## src/rtl/pipe_stage_elastic_pkg.sv

```systemverilog
// Shared definitions for the elastic pipeline stage: bubble instruction,
// FSM state encoding and the default payload clear-mask helper.
package pipe_stage_elastic_pkg;

   // Instruction word shown downstream whenever no valid beat is presented.
   localparam logic [31:0] PIPE_NOP = 32'h0000_0033;

   // Widest payload the clear-mask helper can describe.
   localparam int MASK_MAX_W = 1024;

   // EMPTY: nothing held. ONE: main slot full. TWO: main and skid full.
   typedef enum logic [1:0] {
      EMPTY = 2'd0,
      ONE   = 2'd1,
      TWO   = 2'd2
   } state_e;

   // All-ones mask of the requested width: clear every payload bit on a bubble.
   function automatic logic [MASK_MAX_W-1:0] clr_mask_all(input int w);
      logic [MASK_MAX_W-1:0] m;
      m = '0;
      for (int i = 0; i < MASK_MAX_W; i++) begin
         if (i < w) m[i] = 1'b1;
      end
      return m;
   endfunction

endpackage

```

## src/rtl/pipe_stage_elastic_register.sv

```systemverilog
// Enable register primitive with asynchronous active-low clear.
// Holds its value while en is low; loads d on a rising edge when en is high.
module register #(
   parameter int WIDTH = 8
) (
   input  logic             clk,
   input  logic             rstn,
   input  logic             en,
   input  logic [WIDTH-1:0] d,
   output logic [WIDTH-1:0] q
);

   logic [WIDTH-1:0] data_q;
   logic [WIDTH-1:0] data_d;

   // Load on enable, otherwise hold.
   always_comb begin
      data_d = data_q;
      if (en) data_d = d;
   end

   // Storage with asynchronous clear so contents read as zero after reset.
   always_ff @(posedge clk or negedge rstn) begin
      if (!rstn) data_q <= '0;
      else       data_q <= data_d;
   end

   assign q = data_q;

endmodule

```

## src/rtl/pipe_stage_elastic.sv

```systemverilog
// Elastic pipeline stage: carries an instruction word plus payload across a
// valid/ready boundary, with optional 2-entry skid buffer, stall, flush and a
// saturating downstream bubble counter.
//
// Handshake: a beat moves on a side only when valid and ready are both high
// in the same cycle and the stage is not stalled; in_fire additionally
// requires no flush. Data is captured only on a fire.
module pipe_stage_elastic
   import pipe_stage_elastic_pkg::*;
#(
   parameter int                 DATA_W   = 128,
   parameter int                 IR_W     = 32,
   parameter logic [IR_W-1:0]    NOP      = IR_W'(PIPE_NOP),
   parameter logic [DATA_W-1:0]  CLR_MASK = DATA_W'(clr_mask_all(DATA_W)),
   parameter int                 SKID     = 1,
   parameter int                 CNT_W    = 16
) (
   input  logic              clk,
   input  logic              rstn,
   input  logic              flush,
   input  logic              stall,
   input  logic              in_valid,
   output logic              in_ready,
   input  logic [IR_W-1:0]   in_ir,
   input  logic [DATA_W-1:0] in_data,
   output logic              out_valid,
   input  logic              out_ready,
   output logic [IR_W-1:0]   out_ir,
   output logic [DATA_W-1:0] out_data,
   output logic [CNT_W-1:0]  bubble_cnt,
   output state_e            dbg_state
);

   localparam int SLOT_W = IR_W + DATA_W;

   state_e             state_q, state_d;
   logic [CNT_W-1:0]   bubble_cnt_q, bubble_cnt_d;
   logic               in_fire, out_fire;
   logic               main_en, skid_en;
   logic [SLOT_W-1:0]  main_d, main_q, skid_q;
   logic [IR_W-1:0]    main_ir;
   logic [DATA_W-1:0]  main_data;

   assign in_fire  = in_valid & in_ready & ~stall & ~flush;
   assign out_fire = out_valid & out_ready & ~stall;

   // Next state and slot loads; flush empties the stage regardless of stall.
   always_comb begin
      state_d = state_q;
      main_en = 1'b0;
      skid_en = 1'b0;
      main_d  = {in_ir, in_data};
      if (flush) begin
         state_d = EMPTY;
      end else begin
         case (state_q)
            EMPTY: begin
               if (in_fire) begin
                  state_d = ONE;
                  main_en = 1'b1;
               end
            end
            ONE: begin
               if (in_fire && out_fire) begin
                  main_en = 1'b1;
               end else if (in_fire) begin
                  // Only reachable with the skid buffer: downstream is busy.
                  state_d = TWO;
                  skid_en = 1'b1;
               end else if (out_fire) begin
                  state_d = EMPTY;
               end
            end
            TWO: begin
               // Main drains first; the skid beat moves up behind it.
               if (out_fire) begin
                  state_d = ONE;
                  main_en = 1'b1;
                  main_d  = skid_q;
               end
            end
            default: state_d = EMPTY;
         endcase
      end
   end

   // Saturating count of cycles where downstream wanted a beat but got none.
   always_comb begin
      bubble_cnt_d = bubble_cnt_q;
      if (out_ready && !out_valid && !stall && (bubble_cnt_q != {CNT_W{1'b1}}))
         bubble_cnt_d = bubble_cnt_q + CNT_W'(1);
   end

   // State and bubble counter registers.
   always_ff @(posedge clk or negedge rstn) begin
      if (!rstn) begin
         state_q      <= EMPTY;
         bubble_cnt_q <= '0;
      end else begin
         state_q      <= state_d;
         bubble_cnt_q <= bubble_cnt_d;
      end
   end

   register #(.WIDTH(SLOT_W)) u_main (
      .clk  (clk),
      .rstn (rstn),
      .en   (main_en),
      .d    (main_d),
      .q    (main_q)
   );

   register #(.WIDTH(SLOT_W)) u_skid (
      .clk  (clk),
      .rstn (rstn),
      .en   (skid_en),
      .d    ({in_ir, in_data}),
      .q    (skid_q)
   );

   generate
      if (SKID != 0) begin : g_skid
         logic in_ready_q, in_ready_d;

         // Ready follows the next state: only a full skid blocks input.
         always_comb begin
            in_ready_d = (state_d != TWO);
         end

         // Registered ready, so upstream never sees a path from out_ready.
         always_ff @(posedge clk or negedge rstn) begin
            if (!rstn) in_ready_q <= 1'b1;
            else       in_ready_q <= in_ready_d;
         end

         assign in_ready = in_ready_q;
      end else begin : g_noskid
         assign in_ready = ~out_valid | (out_ready & ~stall);
      end
   endgenerate

   assign {main_ir, main_data} = main_q;

   assign out_valid  = (state_q != EMPTY);
   assign out_ir     = out_valid ? main_ir : NOP;
   assign out_data   = out_valid ? main_data : (main_data & ~CLR_MASK);
   assign bubble_cnt = bubble_cnt_q;
   assign dbg_state  = state_q;

endmodule

```

## config.mk

```make
export PLATFORM = sky130hd
export DESIGN_NAME = pipe_stage_elastic
export DESIGN_NICKNAME = d
export VERILOG_FILES = /design/src/rtl/pipe_stage_elastic_pkg.sv /design/src/rtl/pipe_stage_elastic_register.sv /design/src/rtl/pipe_stage_elastic.sv
export SDC_FILE = /design/constraint.sdc
export NUM_CORES = 1
export LEC_CHECK = 0
export CELL_PAD_IN_SITES_DETAIL_PLACEMENT = 2
export CELL_PAD_IN_SITES_GLOBAL_PLACEMENT = 2
export CORE_AREA = 2 2 229 231
export CTS_CLUSTER_SIZE = 24
export DETAILED_ROUTE_END_ITERATION = 16
export DIE_AREA = 0 0 231 233
export PLACE_DENSITY = 0.74
export SLEW_MARGIN = 25
export SYNTH_ARGS = -nofsm -noshare
export SYNTH_HDL_FRONTEND = slang
export SYNTH_SLANG_ARGS = --single-unit
```

## constraint.sdc

```tcl
create_clock -name clk -period 2 [get_ports clk]
set_input_delay 0.2 -clock clk [delete_from_list [all_inputs] [get_ports clk]]
set_output_delay 0.2 -clock clk [all_outputs]
set_load 0.03 [all_outputs]
```

After elaboration in Yosys (flattened, before gate mapping)
Index checks and enable logic that the tools add are counted.

Bits in registers: 339. Output and inout port bits: 180. Logic and storage cells: 45.

Add/sub/neg operators: 1. Equal/unequal tests: 4. Muxes and demuxes: 20. Bitwise logic cells: 7. Reductions and logical operators: 8.

Operator list (number): $mux 160 (3); $mux 128 (1); $mux 32 (1); $add 16x1->16 const B (1); $ne 16x16->1 const B (1); $mux 2 (6); $mux 1 (7); $pmux 2 s3 (1); $and 1x1->1 (5); $logic_and 1x1->1 (4); $pmux 1 s3 (1); $eq 2x1->1 const B (1); $eq 2x2->1 const B (1); $logic_not 1->1 (2); $logic_not 2->1 (1); $ne 2x2->1 const B (1); $not 1->1 (2); $reduce_bool 2->1 (1).

Longest topological paths before layout
Gate-level depths: netlist (run 1).

Word-level depth: 9. Mapped depth: 7. Mapped depth without buffers: 5.

By module
Synthesis (run 1) repeated with hierarchy kept, for this count alone.

Cells, all modules: 1128. Area, all modules: 16783.6 sq um.

By module, submodules not included: register (times used 2, cells an instance 338, area each 6346.1 sq um, sequential area each 4003.8 sq um); pipe_stage_elastic (times used 1, cells an instance 452, area each 4091.4 sq um, sequential area each 476.7 sq um).

Least setup slack after synthesis (run 1)
Ideal clock, no wire load.

Kind: register to register. Start: reg g_skid.in_ready_q, in the netlist in_ready. End: reg u_skid.data_q[129], in the netlist u_skid.q[129]. Arrival: 2.151 ns. Required time: 1.872 ns. Setup slack: -0.278 ns. Cell stages (with the launch flop): 7. Buffers on the path: 2. Clock period less this slack: 2.278 ns. Path through: dfstp_2 nand2_1 or4b_1 nor2_2 buf_4 buf_4 mux2_1.

Word-level cells in the longest chain between the ends: 7. Elaborated cells on any way between the ends: 8. Classes of those cells: 4 x mux; 3 x bitwise; 1 x reduce/logical.

Ends and longest elaborated chain: start: declaration (RTL line pipe_stage_elastic.sv:123) `logic in_ready_q, in_ready_d;`; start signal: assignment (RTL line pipe_stage_elastic.sv:133) `else in_ready_q <= in_ready_d;`; $and 1x1->1 * (3 in a row) (RTL line pipe_stage_elastic.sv:44) `assign in_fire = in_valid & in_ready & ~stall & ~flush;`; $mux 1 / $logic_and 1x1->1 (equally long branches) (RTL line pipe_stage_elastic.sv:66, pipe_stage_elastic.sv:64); $mux 1 * (RTL line pipe_stage_elastic.sv:64) `if (in_fire && out_fire) begin`; $mux 1 * (RTL line pipe_stage_elastic.sv:56) `case (state_q)`; $mux 1 * (RTL line pipe_stage_elastic.sv:53) `if (flush) begin`; end signal: assignment (RTL line pipe_stage_elastic_register.sv:25) `else data_q <= data_d;`; end: declaration (RTL line pipe_stage_elastic_register.sv:13) `logic [WIDTH-1:0] data_q;`.

Every way passes the cells marked *; elsewhere a longest branch is shown, timed or not. A chain may end at the register's enable or synchronous reset.

Worst setup path in the final report (run 1)
Start: reg state_q[0], in the netlist dbg_state[0]. End: reg u_main.data_q[157], in the netlist u_main.q[157].

Word-level cells in the longest chain between the ends: 7. Elaborated cells on any way between the ends: 14. Classes of those cells: 2 x eq/ne; 7 x mux; 2 x bitwise; 3 x reduce/logical.

Ends and longest elaborated chain: start: declaration (RTL line pipe_stage_elastic.sv:36) `state_e state_q, state_d;`; start signal: assignment (RTL line pipe_stage_elastic.sv:100) `state_q <= state_d;`; $reduce_bool 2->1 (RTL line pipe_stage_elastic.sv:144) `assign out_valid = (state_q != EMPTY);`; $and 1x1->1 (2 in a row) (RTL line pipe_stage_elastic.sv:45) `assign out_fire = out_valid & out_ready & ~stall;`; $logic_and 1x1->1 (RTL line pipe_stage_elastic.sv:64); $mux 1 (RTL line pipe_stage_elastic.sv:64); $pmux 1 s3 (RTL line pipe_stage_elastic.sv:56); $mux 1 (RTL line pipe_stage_elastic.sv:53); end signal: assignment (RTL line pipe_stage_elastic_register.sv:25); end: declaration (RTL line pipe_stage_elastic_register.sv:13).

Several ways; a longest one is shown, not always the timed one.

==> impl_metrics.yaml, run 1 <==
status:
  outcome: "finished with violations"
  violations: "negative setup slack"
clock_network:
  insertion_delay_ns: 0.55
  cts.sinks: 339
  h-tree-depth: 2
  path_clk_slew_ns: 0.06
  cts_buffers: 42
  cts_tree: "yes"
  clockBufferDepth: 3
  root_buffer: "clkbuf_16"
logic_synthesis:
  syn_area_sq_um: 15800
  synth_top_area_share_pct: 53.5
  synth_edf_count: 0
  synth_area_per_cell_sq_um: 14.0
  synthCells: 1131
  ys_ff_latch: 339
  ys_async_sr_fraction_pct: 100
  yosys-top-cells-area: "dfrtp_1, mux2_1, mux2_2"
  synth_cell_types: 38
  syn_nets: 1298
  ys.flop_type: "dfrtp_1"
  ys_warn_count: 0
  yosysTopAreaCell: "dfrtp_1"
  yosysSeqAreaShare_pct: 53.6
final_layout:
  final_cell_mix: "dfrtp_1, mux2_2, clkdlybuf4s50_1, mux2_1"
  areaGrowthSynthToFinish_pct: 47.6
  fin_util_pct: 45.7
  layout_commonest_cell: "dfrtp_1"
  drive_above_1_share_pct: 48.1
  final_cell_area_sq_um: 23300
  nNetsFinal: 1722
timing:
  max_freq_ghz: 0.448
  rsz0062_at_grt: "yes"
  skew_ns: 0.00738
  fin_ws_ns: -0.235
  setup_tns_ns: -75.72
  hold_ws_ns: 0.169
  hold_viol_final: 0
  setup-violations-final: 484
  slew_headroom_pct: 69.3
  fin_crit_sh_pct: 112
  finalMaxSlewViolations: 0
  fin_crit_ns: 2.23
  worstMarginPinSlew_ns: 0.461
global_route:
  grt_antenna_before_repair: 7
  grt_pass1_wl_um: 77100
  grt_pass1_vias: 12500
  grt_overflow_total: 0
  grt_max_degree: 72
  grt_usage_pct: 18.5
critical_path:
  cp.arrival_ns: 2.66
  critical_path_class: "flop to flop"
  r2r_cells: 8
  startpoint_type: "flop"
  end_kind: "flop"
  crit_required_ns: 2.43
  path_max_fanout: 15
  reg2reg_to: "u_main.q[157]"
  reg2reg_from: "dbg_state[0]"
  regToRegSetupSlack_ns: -0.23
drt:
  wirelength_um: 51000
  drt_iter0_markers: 284
  routed_via_density: 4.74
  drt-pass1-iter-count: 4
  antenna_left: 0
  drc: 0
  vias: 10800
  wire_per_inst_um: 22.5
floorplan:
  dieArea_sq_um: 53800
  die_w_um: 231
  core_area_sq_um: 51100
  die_h_um: 233
  rows: 83
  num_io_pins: 346
  start_util_pct: 31.0
pwr:
  vdd_ir_drop_max_v: 0.000601
  p_leak_nw: 10.8
  power_density_nw_per_um2: 907
placement:
  io_buffers: 345
  placed_area_sq_um: 20800
  gp_congestion: 0.734
  pre_cts_ws_ns: -0.455
  hpwl_um: 32800
min_path:
  hp-class: "primary input to asynchronous set/reset pin"
flow_run:
  drv_cap: 0
-- worst max-delay path, cell delays in order (launching register included) --
cell and delay, ns:
dfrtp_2 0.41, buf_4 0.16, nor2b_2 0.13, nor3b_4 0.23, buf_12 0.16, buf_16 0.17
clkbuf_16 0.19, mux2_2 0.34, mux2_1 0.30
-- cells by family (layout without fill, tap and decap cells) --
logic type / after synthesis / count (layout) / share of synthesized area, %
AOI/OAI and AO/OA: 8 / 8 / 0.332
adders and majority gates: 1 / 1 / 0.0791
muxes: 483 / 483 / 34.4
buffers and inverters: 75 / 529 / 2.49
xor gates and xnor gates: 13 / 13 / 0.720
other: 0 / 1 / 0
DFF: 339 / 339 / 53.6
and+or+nand+nor: 212 / 212 / 8.38
-- how the worst max path moves through the flow --
| stage | cells past startpoint | from | end | slack, ns |
|---|---|---|---|---|
| final | 8 | dbg_state[0] | u_main.q[157] | -0.23 |
| after global routing | 8 | dbg_state[0] | u_main.q[157] | -0.33 |
| after CTS | 6 | dbg_state[0] | out_data[65] | -0.29 |
| after detailed placement | 7 | stall | u_main.q[142] | -0.46 |
| after global placement | 7 | stall | u_main.q[152] | -0.37 |
| after floorplan | 6 | in_ready | u_skid.q[100] | -0.13 |
-- stage by stage --
step,std cells,power (mW)
2_1_floorplan,1131,11.3
3_3_place_gp,2165,12.9
3_5_place_dp,2165,13.2
4_1_cts,2252,21.4
5_1_grt,2266,22.3
6_report,2266,21.2
-- state kept, by name (all words and copies together), names as in the netlist --
name	cells
in_ready	1
dbg_state	2
bubble_cnt	16
u_main.q	160
u_skid.q	160
-- synth_stat cells (all sizes together) (3+ instances only) --
cell type / number
nand4: 3
nand2b: 5
clkbuf: 21
nand3: 5
nor3: 5
o21ai: 3
or3: 3
inv: 3
nor2: 5
xor2: 11
nand2: 14
and2: 156
dfrtp: 338
buf: 51
nor4: 6
mux2: 483
-- power breakdown --
part	switching (mW)	leakage [nW]	internal, mW
sequential	0.828	4.24	8.23
clock	3.05	0.692	4.62
combinational	1.92	5.91	2.55
total	5.80	10.8	15.4
-- layer usage --
metal  global-route usage, %  vias to the layer above  routed length [um]
li1                        -                     4803                   -
met1                    23.2                     5609               21200
met2                    31.2                      258               25500
met3                    5.50                       72                3160
met4                    4.50                       10                1050
met5                       0                        -                  68
-- area by class of cell --
class	instances	area, sq um
fillers	4918	27700
flip-flops and latches	339	8490
multi-input cells	717	7640
repair buffers	452	4960
clock buffers	63	1300
well taps	680	851
clock inverters	11	86.3
inverters	3	11.3
diodes	1	2.50
-- repair_timing --
action	in CTS	in global routing
gates cloned	3	7
setup endpoints to repair	488	499
gates resized for setup	210	39
hold buffers	1	0
buffers inserted	9	6
pin swaps	33	12
hold endpoints to repair	120	0
No activity file was read; power rests on OpenSTA's default activity.
==> run 2, diff against run 1 <==
Settings changed: CELL_PAD_IN_SITES_DETAIL_PLACEMENT 2 to not set, CELL_PAD_IN_SITES_GLOBAL_PLACEMENT 2 to not set, CORE_AREA 2 2 229 231 to 2 2 189 191, DIE_AREA 0 0 231 233 to 0 0 191 193, PLACE_DENSITY 0.74 to 0.75.
==> run 2 against run 1 <==
  * The run still ends with negative setup slack left
  * Worst setup slack got worse by 0.011 ns
  * Final area rose by 6.1%
  * Register-to-register slack barely moved
  * Critical path type unchanged
  * Flip-flop and latch count did not move
  * Die area fell by 32%
  * Clock-buffer cell count fell by 4
==> impl_metrics.yaml, run 2 (synthesis results as in run 1) <==
status:
  outcome: "finished with violations"
  violations: "negative setup slack"
global_route:
  grt_pass1_wl_um: 63000
  grt_overflow_total: 0
  grt_usage_pct: 21.9
  grt_pass1_vias: 11200
  grt_antenna_before_repair: 2
  grt_max_degree: 56
placement:
  io_buffers: 345
  placedCellCount: 1945
  gp_congestion: 0.816
  hpwl_um: 27100
min_path:
  hp-class: "primary input to asynchronous set/reset pin"
critical_path:
  crit_required_ns: 2.41
  cp.arrival_ns: 2.65
  critical_path_class: "flop to flop"
  startpoint_type: "flop"
  path_cells: "nand2_2 -> buf_4 -> a211o_1 -> a211o_4 -> buf_12 -> mux2_4"
  worst_path_max_delay_cell: "dfstp_2"
  cpPeakStageDelay_ns: 0.54
  critPathTopFamily: "compound AO/OA/AOI/OAI gates"
  critPathBufInv: 2
  end_kind: "flop"
  path_max_fanout: 47
pwr:
  p_leak_nw: 11.7
  totalPowerFinal_mw: 21.6
  power_density_nw_per_um2: 871
  vdd_ir_drop_max_v: 0.000662
clock_network:
  cts_tree: "yes"
  h-tree-depth: 2
  root_buffer: "clkbuf_16"
  path_clk_slew_ns: 0.06
  insertion_delay_ns: 0.53
  clockBufferDepth: 3
  cts_buffers: 39
  cts.sinks: 339
final_layout:
  final_cell_mix: "mux2_4, dfrtp_1, clkdlybuf4s50_1, buf_6, buf_4"
  fin_util_pct: 70.8
  final_cells: 2071
  layout_commonest_cell: "mux2_4"
  fill_cells: 2269
  nNetsFinal: 1748
  drive_above_1_share_pct: 56.3
  areaGrowthSynthToFinish_pct: 56.5
timing:
  skew_ns: 0.0139
  setup-violations-final: 487
  worstMarginPinSlew_ns: 0.575
  hold_ws_ns: 0.190
  finalMaxSlewViolations: 0
  max_freq_ghz: 0.445
  slew_headroom_pct: 61.4
  fin_crit_sh_pct: 112
  fin_crit_ns: 2.25
  rsz0062_at_grt: "yes"
  fin_ws_ns: -0.246
  setup_tns_ns: -81.05
  hold_viol_final: 0
floorplan:
  die_h_um: 193
  num_io_pins: 346
  rows: 69
  die_w_um: 191
  core_area_sq_um: 35000
  dieArea_sq_um: 36900
  start_util_pct: 45.3
drt:
  wirelength_um: 46500
  drt_iter0_markers: 493
  drc: 0
  antenna_left: 0
  vias: 10900
  drt-pass1-iter-count: 4
  routed_via_density: 5.24
  wire_per_inst_um: 22.5
flow_run:
  drv_cap: 0
run 2: cell count changes in the layout (fill, tap and decap cells not counted), moves of 9 or more:
| cell | previous run | this run |
|---|---|---|
| buf_12 | 28 | 42 |
| and2_1 | 56 | 76 |
| buf_8 | 3 | 17 |
| mux2_2 | 203 | 79 |
| clkbuf_16 | 51 | 62 |
| and2_4 | 100 | 80 |
| mux2_1 | 175 | 43 |
| mux2_4 | 105 | 361 |
| buf_6 | 110 | 119 |
| buf_4 | 110 | 90 |
run 2: final timing paths:
| kind | cells past startpoint | slack (ns) | startpoint | endpoint |
|---|---|---|---|---|
| max reg2reg | 6 | -0.25 | in_ready | u_main.q[104] |
| min in group clk | 2 | 0.31 | in_data[37] | u_skid.q[37] |
| max in group asynchronous | 4 | 1.00 | rstn | u_main.q[148] |
| min | 2 | 0.19 | rstn | u_main.q[17] |
| min reg2reg | 1 | 0.48 | u_skid.q[69] | u_skid.q[69] |
| max | 6 | -0.25 | in_ready | u_main.q[104] |
run 2: repair_timing:
item                                   CTS  global route
gates cloned                             7            25
pin swaps                                8            40
hold buffers                             1             0
buffers inserted                        12            13
setup endpoints to repair              460           493
endpoints found under the hold margin   54             0
resized for setup                      156           384
run 2: worst register-to-register path: cells and delay by family, from the launching register on:
| kind | cells | cell delay (ns) |
|---|---|---|
| DFF | 1 | 0.54 |
| and+or+nand+nor | 1 | 0.07 |
| AOI/OAI and AO/OA | 2 | 0.71 |
| muxes | 1 | 0.42 |
| buffers and inverters | 2 | 0.39 |
run 2: area by class of cell:
cell class / count / area, sq um / area share, %
well taps: 461 / 577 / 2.33
multi-input cells: 717 / 8630 / 34.9
diodes: 1 / 2.50 / 0.0101
clock buffers: 59 / 1190 / 4.82
inverters: 3 / 11.3 / 0.0455
repair buffers: 481 / 5710 / 23.0
flip-flops and latches: 339 / 8490 / 34.3
clock inverters: 10 / 150 / 0.606
run 2: where the power goes:
group	leakage, nW	total [mW]	switching (mW)	internal [mW]
registers	4.24	9.11	0.878	8.23
logic	6.79	5.02	1.93	3.09
clock network	0.667	7.45	2.83	4.62
total	11.7	21.6	5.64	15.9
run 2: routing by layer:
metal	GRT usage [%]	wire, um	part of all wire (%)	vias up
li1	-	-	-	4859
met1	29.1	19800	43	5593
met2	35.8	23000	49	325
met3	5.43	2670	5.7	75
met4	5.84	993	2.1	4
met5	0	23	0.049	-
run 2: per-stage QoR:
| step | instance area (sq um) | worst slack (ns) |
|---|---|---|
| detailed placement | 20500 | -0.364 |
| floorplan | 16400 | -0.126 |
| global route | 24800 | -0.286 |
| CTS | 22700 | -0.219 |
| global placement | 20500 | -0.331 |
| finish | 24800 | -0.246 |
==> run 3, diff against run 2 <==
Settings changed: RECOVER_POWER set to 50.
==> run 3 against run 2 <==
  * The flow finishes with violations (max-capacitance violations, max-slew violations, negative setup slack)
  * Final area decreased by 0.21%
  * Register-to-register slack about the same
  * Worst hold slack improved by 0.12 ns
  * Combinational power about the same
  * Clock-buffer cell count unchanged
  * Non-clock buffer count unchanged
  * Critical path depth increased by 1
  * Critical endpoint is now u_skid.q[95]
==> impl_metrics.yaml, run 3 (synthesis results as in run 1) <==
status:
  outcome: "finished with violations"
  violations: "max-capacitance violations, max-slew violations, negative setup slack"
global_route:
  globalRouteMet1Util_pct: 29.1
  grt_pass1_vias: 11200
  grt_max_degree: 56
  grt_pass1_wl_um: 63000
  met2_usage_pct: 35.8
  grt_usage_pct: 21.9
  grtUsageMet3_pct: 5.43
  grt-busiest-layer: "met2"
  grt_overflow_total: 0
  grt_antenna_before_repair: 2
clock_network:
  h-tree-depth: 2
  cts_tree: "yes"
  path_clk_slew_ns: 0.06
  clockBufferDepth: 3
  root_buffer: "clkbuf_16"
  insertion_delay_ns: 0.53
  cts.sinks: 339
  cts_buffers: 39
placement:
  hpwl_um: 27100
  io_buffers: 345
  gp_congestion: 0.816
min_path:
  hp-class: "primary input to flop"
  hp-start: "in_data[37]"
  hold_end: "u_skid.q[37]"
  whs_path_depth: 2
final_layout:
  areaGrowthSynthToFinish_pct: 56.2
  drive_above_1_share_pct: 56.3
  layout_commonest_cell: "mux2_4"
  nNetsFinal: 1748
  final_cell_mix: "mux2_4, dfrtp_1, clkdlybuf4s50_1, buf_6, buf_4"
timing:
  slew_headroom_pct: -3.27
  hold_viol_final: 0
  rsz0062_at_grt: "yes"
  worstMarginPinSlew_ns: 1.55
  skew_ns: 0.0142
  fin_crit_ns: 2.25
  fin_ws_ns: -0.252
  setup-violations-final: 487
  finalMaxSlewViolations: 55
  fin_crit_sh_pct: 113
  max_freq_ghz: 0.444
  setup_tns_ns: -83.34
critical_path:
  cpMostUsedCell: "buf_12"
  path_cells: "nand2_2 -> or4b_4 -> nor2_4 -> buf_6 -> buf_12 -> buf_12 -> mux2_1"
  crit_required_ns: 2.41
  reg2reg_to: "u_skid.q[95]"
  startpoint_type: "flop"
  worst_path_max_delay_cell: "dfstp_2"
  cp.arrival_ns: 2.66
  path_max_fanout: 12
  cpPeakStageDelay_ns: 0.54
  regToRegSetupSlack_ns: -0.25
  reg2reg_from: "in_ready"
  critical_path_class: "flop to flop"
  end_kind: "flop"
  r2r_cells: 7
drt:
  drt-pass1-iter-count: 4
  antenna_left: 0
  wirelength_um: 46600
  routed_via_density: 5.26
  drc: 0
  wire_per_inst_um: 22.5
  drt_iter0_markers: 497
  vias: 10900
floorplan:
  rows: 69
  core_area_sq_um: 35000
  die_w_um: 191
  dieArea_sq_um: 36900
  num_io_pins: 346
  die_h_um: 193
  start_util_pct: 45.3
pwr:
  totalPowerFinal_mw: 21.6
  vdd_ir_drop_max_v: 0.000661
  power_density_nw_per_um2: 873
  p_leak_nw: 11.7
flow_run:
  drv_cap: 1
[run 3: cell type report]
| class | count | area (sq um) |
|---|---|---|
| antenna | 1 | 2.50 |
| timing repair buffer | 481 | 5660 |
| inverter | 3 | 11.3 |
| multi-input combinational | 717 | 8630 |
| clock inverter | 10 | 150 |
| clock buffer | 59 | 1190 |
| fill | 2279 | 10300 |
| tap | 461 | 577 |
| sequential | 339 | 8490 |
[run 3: repair_timing]
item	in CTS	in global routing
setup endpoints to repair	460	493
pin swaps	8	40
cloned	7	25
hold buffers	1	0
gates resized for setup	156	384
endpoints found under the hold margin	54	0
setup buffers	12	13
[run 3: worst max-delay path by stage]
stage	depth (start not counted)	slack (ns)	to	start
6_report	7	-0.25	u_skid.q[95]	in_ready
5_1_grt	6	-0.29	u_main.q[86]	in_ready
4_1_cts	7	-0.22	u_skid.q[66]	in_ready
3_5_place_dp	7	-0.36	u_main.q[28]	stall
3_3_place_gp	6	-0.33	u_skid.q[148]	stall
2_1_floorplan	6	-0.13	u_skid.q[100]	in_ready
[run 3: where the power goes]
group	total (mW)	switching (mW)	internal (mW)	leakage, nW
Clock	7.45	2.83	4.62	0.667
Sequential	9.11	0.880	8.23	4.24
Combinational	5.01	1.93	3.08	6.77
Total	21.6	5.64	15.9	11.7
[run 3: critical path, delay by kind of cell, from the launching register on]
family        cells  cell delay, ns
mux               1            0.33
simple gates      3            0.77
flops             1            0.54
buf+inv           3            0.47
[run 3: per-layer routing]
layer	share of wire, %	vias up
met4	2.2	4
met3	5.9	78
met5	0.049	-
li1	-	4854
met1	42	5623
met2	49	333
[run 3: through the flow]
stage | hold slack, ns | util, % | area [sq um] | worst slack, ns | instances
6_report | 0.313 | 70.7 | 24700 | -0.252 | 2071
5_1_grt | 0.305 | 70.7 | 24700 | -0.286 | 2070
4_1_cts | 0.199 | 65.0 | 22700 | -0.219 | 2034
3_5_place_dp | 0.174 | 58.6 | 20500 | -0.364 | 1945
3_3_place_gp | 0.172 | 58.6 | 20500 | -0.331 | 1945
2_1_floorplan | -0.0956 | - | 16400 | -0.126 | 1131
